`src/rtl/result_drain_queue.sv`:
```
// rtl/result_drain_queue.sv - per-column FIFOs that reassemble skewed mesh outputs into handshaked rows
// Optional row checksum output enabled by RESULT_DRAIN_ROW_CHECKSUM_EN.
module result_drain_queue #(
  parameter int N          = 8,
  parameter int DATA_WIDTH = 32,
  parameter int DEPTH      = 4
) (
  input  logic                    clk_i,
  input  logic                    rst_i,
  input  logic                    start_i,
  input  logic [DATA_WIDTH-1:0]   south_i [0:N-1],
  input  logic [N-1:0]            south_valid_i,
  output logic [DATA_WIDTH-1:0]   row_data_o [0:N-1],
  output logic                    row_valid_o,
  input  logic                    row_ready_i,
  output logic [$clog2(N)-1:0]    row_idx_o,
  output logic                    row_last_o,
  output logic                    done_o,
`ifdef RESULT_DRAIN_ROW_CHECKSUM_EN
  output logic [DATA_WIDTH-1:0]   row_checksum_o,
`endif
  output logic                    overflow_o
);

  localparam int AW = $clog2(DEPTH);
  localparam int PW = AW + 1;
  localparam int IW = $clog2(N);

  localparam logic [1:0] ST_IDLE    = 2'd0;
  localparam logic [1:0] ST_COLLECT = 2'd1;
  localparam logic [1:0] ST_DONE    = 2'd2;

  logic [1:0]            state_q, state_d;
  logic [IW-1:0]         row_idx_q, row_idx_d;
  logic                  overflow_q, overflow_d;
  logic [PW-1:0]         wr_ptr_q [N];
  logic [PW-1:0]         wr_ptr_d [N];
  logic [PW-1:0]         rd_ptr_q [N];
  logic [PW-1:0]         rd_ptr_d [N];
  logic [DATA_WIDTH-1:0] mem_q [N][DEPTH];
  logic [DATA_WIDTH-1:0] mem_d [N][DEPTH];

  logic [N-1:0]          empty;
  logic [N-1:0]          full;
  logic                  collecting;
  logic                  pop;

  // Pointers carry one extra wrap bit so full and empty are distinguishable.
  always_comb begin
    for (int j = 0; j < N; j++) begin
      empty[j] = (wr_ptr_q[j] == rd_ptr_q[j]);
      full[j]  = (wr_ptr_q[j][AW] != rd_ptr_q[j][AW]) &&
                 (wr_ptr_q[j][AW-1:0] == rd_ptr_q[j][AW-1:0]);
    end
  end

  assign collecting  = (state_q == ST_COLLECT);
  assign row_valid_o = collecting && (empty == '0);
  assign pop         = row_valid_o && row_ready_i;

  always_comb begin
    state_d    = state_q;
    row_idx_d  = row_idx_q;
    overflow_d = overflow_q;
    wr_ptr_d   = wr_ptr_q;
    rd_ptr_d   = rd_ptr_q;
    mem_d      = mem_q;
    if (start_i) begin
      state_d    = ST_COLLECT;
      row_idx_d  = '0;
      overflow_d = 1'b0;
      for (int j = 0; j < N; j++) begin
        wr_ptr_d[j] = '0;
        rd_ptr_d[j] = '0;
      end
    end else if (collecting) begin
      for (int j = 0; j < N; j++) begin
        if (pop) begin
          rd_ptr_d[j] = rd_ptr_q[j] + PW'(1);
        end
        // A same-cycle pop frees the head slot, so a full column can still accept.
        if (south_valid_i[j]) begin
          if (!full[j] || pop) begin
            mem_d[j][wr_ptr_q[j][AW-1:0]] = south_i[j];
            wr_ptr_d[j] = wr_ptr_q[j] + PW'(1);
          end else begin
            overflow_d = 1'b1;
          end
        end
      end
      if (pop) begin
        row_idx_d = row_idx_q + IW'(1);
        if (row_idx_q == IW'(N - 1)) begin
          state_d = ST_DONE;
        end
      end
    end
  end

  always_ff @(posedge clk_i) begin
    if (rst_i) begin
      state_q    <= ST_IDLE;
      row_idx_q  <= '0;
      overflow_q <= 1'b0;
      for (int j = 0; j < N; j++) begin
        wr_ptr_q[j] <= '0;
        rd_ptr_q[j] <= '0;
      end
    end else begin
      state_q    <= state_d;
      row_idx_q  <= row_idx_d;
      overflow_q <= overflow_d;
      wr_ptr_q   <= wr_ptr_d;
      rd_ptr_q   <= rd_ptr_d;
    end
  end

  always_ff @(posedge clk_i) begin
    mem_q <= mem_d;
  end

  // Heads are gated so stale storage never leaks out when no row is presented.
  always_comb begin
    for (int j = 0; j < N; j++) begin
      row_data_o[j] = row_valid_o ? mem_q[j][rd_ptr_q[j][AW-1:0]] : '0;
    end
  end

  assign row_idx_o  = row_idx_q;
  assign row_last_o = row_valid_o && (row_idx_q == IW'(N - 1));
  assign done_o     = (state_q == ST_DONE);
  assign overflow_o = overflow_q;

`ifdef RESULT_DRAIN_ROW_CHECKSUM_EN
  logic [DATA_WIDTH-1:0] checksum;

  always_comb begin
    checksum = '0;
    for (int j = 0; j < N; j++) begin
      checksum = checksum ^ row_data_o[j];
    end
  end

  assign row_checksum_o = checksum;
`endif

endmodule

```
`config.mk`:
```
export PLATFORM = sky130hd
export DESIGN_NAME = result_drain_queue
export DESIGN_NICKNAME = d
export VERILOG_FILES = /design/src/rtl/result_drain_queue.sv
export SDC_FILE = /design/constraint.sdc
export NUM_CORES = 1
export LEC_CHECK = 0
export ABC_AREA = 1
export ABC_CLOCK_PERIOD_IN_PS = 5070
export CAP_MARGIN = 20
export CORE_MARGIN = 5
export CORE_UTILIZATION = 56
export DETAILED_ROUTE_END_ITERATION = 6
export GPL_ROUTABILITY_DRIVEN = 0
export HOLD_SLACK_MARGIN = 0.03
export PLACE_DENSITY = 0.77
export SETUP_SLACK_MARGIN = 0.4
export SYNTH_ARGS = -nofsm -noshare
export SYNTH_HDL_FRONTEND = slang
export SYNTH_SLANG_ARGS = --single-unit
```
`constraint.sdc`:
```
create_clock -name clk_i -period 5.07 [get_ports clk_i]
set_clock_uncertainty 0.1 [all_clocks]
set_input_delay 1.014 -clock clk_i [delete_from_list [all_inputs] [get_ports clk_i]]
set_output_delay 1.014 -clock clk_i [all_outputs]
set_load 0.005 [all_outputs]
```
== Word-level counts from Yosys, hierarchy flattened ==
Index checks and enable logic that the tools add are counted.
Operators by class
  add/subtract/negate cells: 17
  magnitude comparators: 24
  eq/ne operators: 27
  muxes and demuxes: 78
  bitwise operators: 17
  reduce and logical (&&, ||, !) cells: 59
Operator list (count)
  bitwise mux 128 bit: 8
  2-to-1 mux 32 bit: 32
  binary-select mux 32 bit (select 2 bit): 8
  demux 32 bit (select 2 bit): 8
  adder 3 x 1 -> 3 bit, second input constant: 17
  >= comparator 3 bit, second input constant: 16
  NOT 2 -> 3 bit: 16
  AND reduction 4 bit: 8
  AND reduction 3 bit: 10
  == test 3 bit: 8
  < comparator 3 x 1 -> 1 bit, second input constant: 8
  2-to-1 mux 1 bit: 22
  logical AND 1 bit: 19
  == test 2 bit: 8
  logical NOT 1 bit: 8
  logical NOT 8 bit: 1
  logical OR 1 bit: 8
  != test 1 bit: 8
  nonzero test 2 bit: 3
  == test 3 bit, second input constant: 1
  == test 2 x 1 -> 1 bit, second input constant: 1
  == test 2 bit, second input constant: 1
  AND reduction 2 bit: 1
  OR reduction 2 bit: 1
  NOT 1 bit: 1
Word-level totals
  flip-flop bits (word level): 1078
  logic and storage cells: 274

== Depth between registers and ports, before layout ==
Gate-level depths: netlist of run 1.
  depth in word-level cells: 23
  mapped depth: 15

== Least setup slack after synthesis of run 1 ==
No wires, ideal clock.
  path type: input to register
  from: in row_ready_i
  to: reg mem_q[1000] (netlist name) (enable)
  arrival time: 3.900 ns
  path slack: 0.602 ns
  stages on the path: 5
  path through: nand4_4 buf_6 nand2_2 nand3_4 nor3b_1
On the way
  longest elaborated chain between the ends: 3
RTL lines
  start: declaration: line 15  | input logic row_ready_i,
  logical AND 1 bit: line 59  | assign pop = row_valid_o && row_ready_i;
  logical OR 1 bit: line 83  | if (!full[j] || pop) begin
  AND reduction 4 bit (no source line)
  end signal: assignment: line 119  | mem_q <= mem_d;
  end: declaration: line 40  | logic [DATA_WIDTH-1:0] mem_q [N][DEPTH];
Every way passes these cells.
A chain may end at the register's enable or synchronous reset.

==> results.md, run 1 <==
* Max FO, Critical Path at between 80 and 90
* Register area at between 30000 and 40000 µm²
* Post-DRT Antenna Nets at 0
* Synth Instances at 3484
* Buf/Inv on CP at 3
* P&R area growth vs syn at 23.4%
* Setup crit start kind: register
* Initial Utilization at 0.564
* Critical path depth at 10
* Final core occ at 0.696
* WL per Instance at between 20 and 25 µm
* Max_cap viols at 0
* Fin crit share at 0.905
* Largest family of logic cells by synthesized area: simple AND/OR/NAND/NOR gates
* Slowest-stage cell, CP: clkdlybuf4s50_1
* Total track usage at 0.246
* CTS H-Tree Depth at 3
* Worst vdd ir at roughly 290 µV
* Clock Latency Late Sink at 0.65 ns
* Clock sink count at ~1100
* Die height at ~290 µm
* Vias in the first global route at 27604
* Drt total wl at between 100000 and 150000 µm
* Tightest Hold Check Type: register to register
* Adder-cell share of the synthesized area at 0.0123
* Minimum clock period at between 4 and 5 ns
* PwrDens at ~340 nW/µm²
* Least-Margin Pin Slew at 0.978 ns
* Top delay family on crit path: buffers and inverters
* Seq cells post-synth at between 1000 and 1500
* Die area at a little over 80000 µm²
* Most used cell, CP: nand2_1
* Core Area at about 76000 µm²
* CTS tree: built
* Final setup viols at 0
* Multi-input logic area at 10100 µm²
* Hold WS at around 0.38 ns
* DRC Markers at 0
* Worst path max stage delay at a little under 0.6 ns
* Ports at about 530
* Avg Synthesized Cell Area at approximately 12 µm²
* CP arrival at approximately 3.5 ns
* Filler cell count at around 5100
* CTS Buf Count at ~110
* Initial drt markers at approximately 2200
* Hold Crit Depth at 2
* DR vias at roughly 28000
* Xor and xnor area share after synthesis at 0.00430
* Via density at roughly 5.6
* Row cnt at slightly above 100
* DPL Wire Length at ~62000 µm
* Layout cells sized above 1 at 0.0748
* DR pass1 iterations at 5
* Die W at roughly 290 µm
* Clk slew on worst S/H paths at 0.06 ns
* Post-synthesis cell area at ~43000 µm²
* Status: finished, final reports clean
* I/O Buffers at between 500 and 600
* RSZ-0062 raised after global routing: no
* Mux contribution to synthesized area at 0
* Yosys Warn Count at 0
* Layout Nets at about 4300
* Initial antenna violation count at 20
* Leak at 17.8 nW
* Simple-gate share of the synthesized area at 0.115
* Cells on worst reg2reg path at 12
* Register area share after synthesis at 0.744
* WS Path Type: register to output port
* Largest net degree at the start of global routing at between 80 and 90
* Cell Chain, Critical Path: inv_1 > nand2_1 > nand2_1 > nand3_1 > nand4_1 > nor3b_4 > nand2_4 > buf_12 > a21oi_1 > clkdlybuf4s50_1
* Root buffer cell: clkbuf_16
* First-pass GRT wire length at around 160000 µm
* Final Power at 0.0180 W
* Total congestion overflow at 0
* Critical Path RT at 3.96 ns
* Crit end category: output port
* Rel. slew slack at 0.347
* Post-Route Setup TNS at 0 ns
* Hold Violations, Final at 0
* Post-synthesis compound-gate area fraction at 0.0990
* Synth cell types at 26
* Max clock buf depth at 3
* Maximum clock rate at ~220 MHz
* Max Slew Vio Count at 0
* Syn nets at 3794
==> repair_timing <==
action	CTS	global route
pin swaps	2	1
buffers inserted	0	1
cloned	1	0
setup endpoints to repair	163	80
hold buffers	0	0
gates resized for setup	5	5
==> through the flow <==
stage,setup WS (ns),instances,area [µm²]
6_report,0.481,5071,52800
5_1_grt,0.364,5064,52800
4_1_cts,0.346,5051,52700
3_5_place_dp,0.848,4856,49200
3_3_place_gp,0.821,4855,49200
2_1_floorplan,0.602,3484,42800
==> worst reg2reg max path, cell delays in order (launching register included) <==
cell and delay [ns]:
dfxtp_4 0.51, inv_1 0.09, nand2_1 0.06, nand2_1 0.06, nand3_1 0.22, nand2_1 0.11
nor2_2 0.14, nand4_4 0.29, buf_4 0.35, nand2_1 0.12, nand3_2 0.20, nor3b_2 0.23
buf_4 0.45
==> placed cells by master, fill, tap and decap left out, drive strengths merged <==
cell type | Yosys | final
a21oi | 303 | 303
buf | 70 | 79
bufinv | 0 | 13
clkbuf | 142 | 122
clkdlybuf4s50 | 0 | 529
clkinv | 1 | 54
clkinvlp | 0 | 5
dfxtp | 54 | 54
diode | 0 | 18
edfxtp | 1024 | 1024
ha | 42 | 42
inv | 58 | 59
nand2 | 92 | 93
nand3 | 32 | 32
nand4 | 10 | 10
nor2 | 1059 | 1059
nor3b | 33 | 33
o21ai | 543 | 543
xnor2 | 7 | 7
xor2 | 14 | 14
==> cells by family (layout without fill, tap and decap cells) <==
logic type,after synthesis,after routing
AO/OA/AOI/OAI,846,846
other,0,18
buffers and inverters,271,861
flip-flops,1078,1078
adder cells (fa/ha/maj),42,42
XOR/XNOR,21,21
AND/OR/NAND/NOR,1226,1227
==> per-layer routing <==
metal  track usage  vias to the layer above  share of wire
li1              -                    13350              -
met1         0.316                    13738           0.39
met2         0.424                      949           0.51
met3        0.0564                      168          0.079
met4        0.0739                        8          0.028
met5             0                        -        0.00042
==> Yosys cell counts <==
cell type | instances | area [µm²]
a21oi_1 | 303 | 1520
buf_1 | 31 | 116
buf_2 | 34 | 170
buf_4 | 4 | 30.0
buf_6 | 1 | 11.3
clkbuf_1 | 142 | 533
clkinv_1 | 1 | 3.75
dfxtp_1 | 54 | 1080
edfxtp_1 | 1024 | 30700
ha_1 | 42 | 526
inv_1 | 53 | 199
inv_2 | 5 | 18.8
nand2_1 | 87 | 327
nand2_2 | 3 | 18.8
nand2_4 | 2 | 22.5
nand3_1 | 24 | 120
nand3_2 | 3 | 30.0
nand3_4 | 5 | 87.6
nand4_1 | 9 | 56.3
nand4_4 | 1 | 21.3
nor2_1 | 1057 | 3970
nor2_2 | 2 | 12.5
nor3b_1 | 33 | 248
o21ai_0 | 543 | 2720
xnor2_1 | 7 | 61.3
xor2_1 | 14 | 123
==> where the power goes <==
group	switching (W)	internal (W)
Clock	0.00321	0.00450
Combinational	0.000235	0.000233
Sequential	0.0000186	0.00981
==> flip-flops by register name, indices dropped and copies added, names as in the netlist <==
name and count:
rd_ptr_q 24, wr_ptr_q 24, state_q 2, mem_q 1024
overflow_o 1, row_idx_o 3
==> layout make-up <==
cell class                      instances  area share
Clock inverter                         72      0.0140
Sequential cell                      1078       0.603
Multi-Input combinational cell       2136       0.191
Antenna cell                           18    0.000853
Clock buffer                          122      0.0514
Timing Repair Buffer                  608       0.112
Inverter                               59     0.00420
Tap cell                              978      0.0232
==> worst paths after layout <==
path | startpoint | end | slack [ns]
worst max register to register | rd_ptr_q[9] | mem_q[154] | 1.77
worst max-delay path | rd_ptr_q[0] | row_data_o[18] | 0.48
worst min-delay path | state_q[1] | state_q[1] | 0.38
worst min register to register | state_q[1] | state_q[1] | 0.38
Note: power is estimated with default switching activity, not from simulation.
==> run 2: changes to the inputs <==
--- a/config.mk
+++ b/config.mk
@@ -15,6 +15,7 @@
 export HOLD_SLACK_MARGIN = 0.03
 export PLACE_DENSITY = 0.77
 export SETUP_SLACK_MARGIN = 0.4
+export SLEW_MARGIN = 20
 export SYNTH_ARGS = -nofsm -noshare
 export SYNTH_HDL_FRONTEND = slang
 export SYNTH_SLANG_ARGS = --single-unit
==> run 2 against run 1 <==
  * Sequential power about the same
  * Cell count about the same
  * Largest power group unchanged
  * Sequential cell count unchanged
  * Clock-buffer cell count did not move
  * Critical path type unchanged
==> results.md, run 2 (synthesized netlist as in run 1, its figures left out) <==
* Largest reg by FF count: mem_q
* Root buffer cell: clkbuf_16
* Fin crit share at 0.907 (+0.00209)
* Total track usage at 0.246 (unchanged)
* Core Area at 75800 µm² (unchanged)
* CTS H-Tree Depth at 3 (unchanged)
* Clk slew on worst S/H paths at 0.06 ns (about the same)
* DR pass1 iterations at 6 (+1)
* Worst path max stage delay at 0.59 ns (about the same)
* Buf/Inv on CP at 3 (unchanged)
* Post-DRT Antenna Nets at 0 (unchanged)
* Total congestion overflow at 0 (unchanged)
* DR vias at 28259 (+0.16%)
* Maximum clock rate at 217 MHz (-0.23%)
* Commonest non-fill, non-tap cell in the layout: nor2_1
* Max clock buf depth at 3 (unchanged)
* Top Registers: mem_q (1024), rd_ptr_q (24), wr_ptr_q (24)
* Ports at 531 (unchanged)
* Via density at 5.57 (+0.14%)
* DRC Markers at 0 (unchanged)
* Drt total wl at 104000 µm (+0.13%)
* Max reg flops at 1024 (unchanged)
* Slowest-stage cell, CP: clkdlybuf4s50_1
* Leak at 17.8 nW (about the same)
* PwrDens at 341 nW/µm² (about the same)
* Initial Utilization at 0.564 (unchanged)
* Layout cells sized above 1 at 0.0741 (-0.000718)
* WS Path Type: register to output port
* I/O Buffers at 530 (unchanged)
* Non-filler cells, final at 5072 (+0.020%)
* Crit path launch: rd_ptr_q[0]
* P&R area growth vs syn at 23.4% (about the same)
* Vias in the first global route at 27604 (unchanged)
* Initial antenna violation count at 20 (unchanged)
* Worst vdd ir at 287 µV (about the same)
* Minimum clock period at 4.60 ns (+0.0106 ns)
* Top delay family on crit path: buffers and inverters
* Die area at 82000 µm² (unchanged)
* CTS Buf Count at 105 (unchanged)
* Hold WS at 0.378 ns (-0.0000240 ns)
* Worst hold start: state_q[1]
* Most used cell, CP: nand2_1
* Max FO, Critical Path at 88 (unchanged)
* Tightest Hold Check Type: register to register
* Die W at 286 µm (unchanged)
* WL per Instance at 20.5 µm (+0.11%)
* Clock sink count at 1078 (unchanged)
* Commonest non-fill, non-tap cells in the layout: 1056 x nor2_1, 1024 x edfxtp_1, 543 x o21ai_0, 529 x clkdlybuf4s50_1, 299 x a21oi_1
* Largest net degree at the start of global routing at 89 (unchanged)
* Worst R2R Start: rd_ptr_q[9]
* Least-Margin Pin Slew at 0.996 ns (+0.0182 ns)
* Final core occ at 0.696 (about the same)
* Cell Chain, Critical Path: inv_1 > nand2_1 > nand2_1 > nand3_1 > nand4_1 > nor3b_4 > nand2_4 > buf_12 > a21oi_1 > clkdlybuf4s50_1
* Crit end category: output port
* Final setup viols at 0 (unchanged)
* CP arrival at 3.49 ns (about the same)
* Rel. slew slack at 0.335 (-0.0122)
* Filler cell count at 5132 (-0.019%)
* Row cnt at 101 (unchanged)
* Initial drt markers at 2234 (+0.045%)
* Critical Path RT at 3.96 ns (about the same)
* Layout Nets at 4297 (-0.023%)
* Max_cap viols at 0 (unchanged)
* First-pass GRT wire length at 157000 µm (unchanged)
* CTS tree: built
* Die height at 286 µm (unchanged)
* Post-Route Setup TNS at 0 ns (unchanged)
* RSZ-0062 raised after global routing: no
* Hold Violations, Final at 0 (unchanged)
* Inst Count DP at 4856 (unchanged)
* Setup crit start kind: register
* DPL Wire Length at 62100 µm (unchanged)
* Max Slew Vio Count at 0 (unchanged)
* Status: finished, final reports clean
* Clock Latency Late Sink at 0.65 ns (about the same)
==> run 2: per-layer routing <==
layer	GRT usage	vias up	share of wire
li1	-	13343	-
met1	0.316	13785	0.39
met3	0.0564	175	0.080
met5	0	-	0.00042
met2	0.424	948	0.51
met4	0.0739	8	0.028
==> run 2: final timing paths <==
| check | endpoint | slack, ns | cells past startpoint |
|---|---|---|---|
| max | row_data_o[18] | 0.47 | 10 |
| min | state_q[1] | 0.38 | 2 |
| max reg2reg | mem_q[154] | 1.77 | 12 |
| min reg2reg | state_q[1] | 0.38 | 2 |
==> run 2: power by group <==
part / internal, W / switching (W) / leakage (nW)
clock: 0.00450 / 0.00321 / 1.68
sequential: 0.00981 / 0.0000186 / 9.67
combinational: 0.000231 / 0.000234 / 6.48
==> run 2: metrics by stage <==
stage	power (W)	cell area, µm²	setup slack (ns)
after floorplan	0.0101	42800	0.602
after global placement	0.0105	49200	0.821
after detailed placement	0.0105	49200	0.848
after CTS	0.0181	52700	0.346
after global routing	0.0186	52700	0.360
final	0.0180	52800	0.470
==> run 2: repair_timing <==
item / in CTS / in global routing
setup endpoints to repair: 163 / 80
endpoints found under the hold margin: 0 / 0
setup buffers: 0 / 1
pin swaps: 2 / 1
gates cloned: 1 / 0
hold buffers: 0 / 0
gates resized for setup: 5 / 3
==> run 2: tightest hold or removal path: stages (launching register included) <==
cell	delay, ns
dfxtp_1	0.29
inv_1	0.07
a21oi_1	0.07
==> run 2: layout make-up <==
cell class,instances,area (µm²),share of cell area
multi-input combinational,2136,10100,0.191
inverter,59,221,0.00420
clock inverter,72,738,0.0140
clock buffer,122,2710,0.0514
antenna,20,50.0,0.000948
timing repair buffer,607,5910,0.112
sequential,1078,31800,0.604
tap,978,1220,0.0232
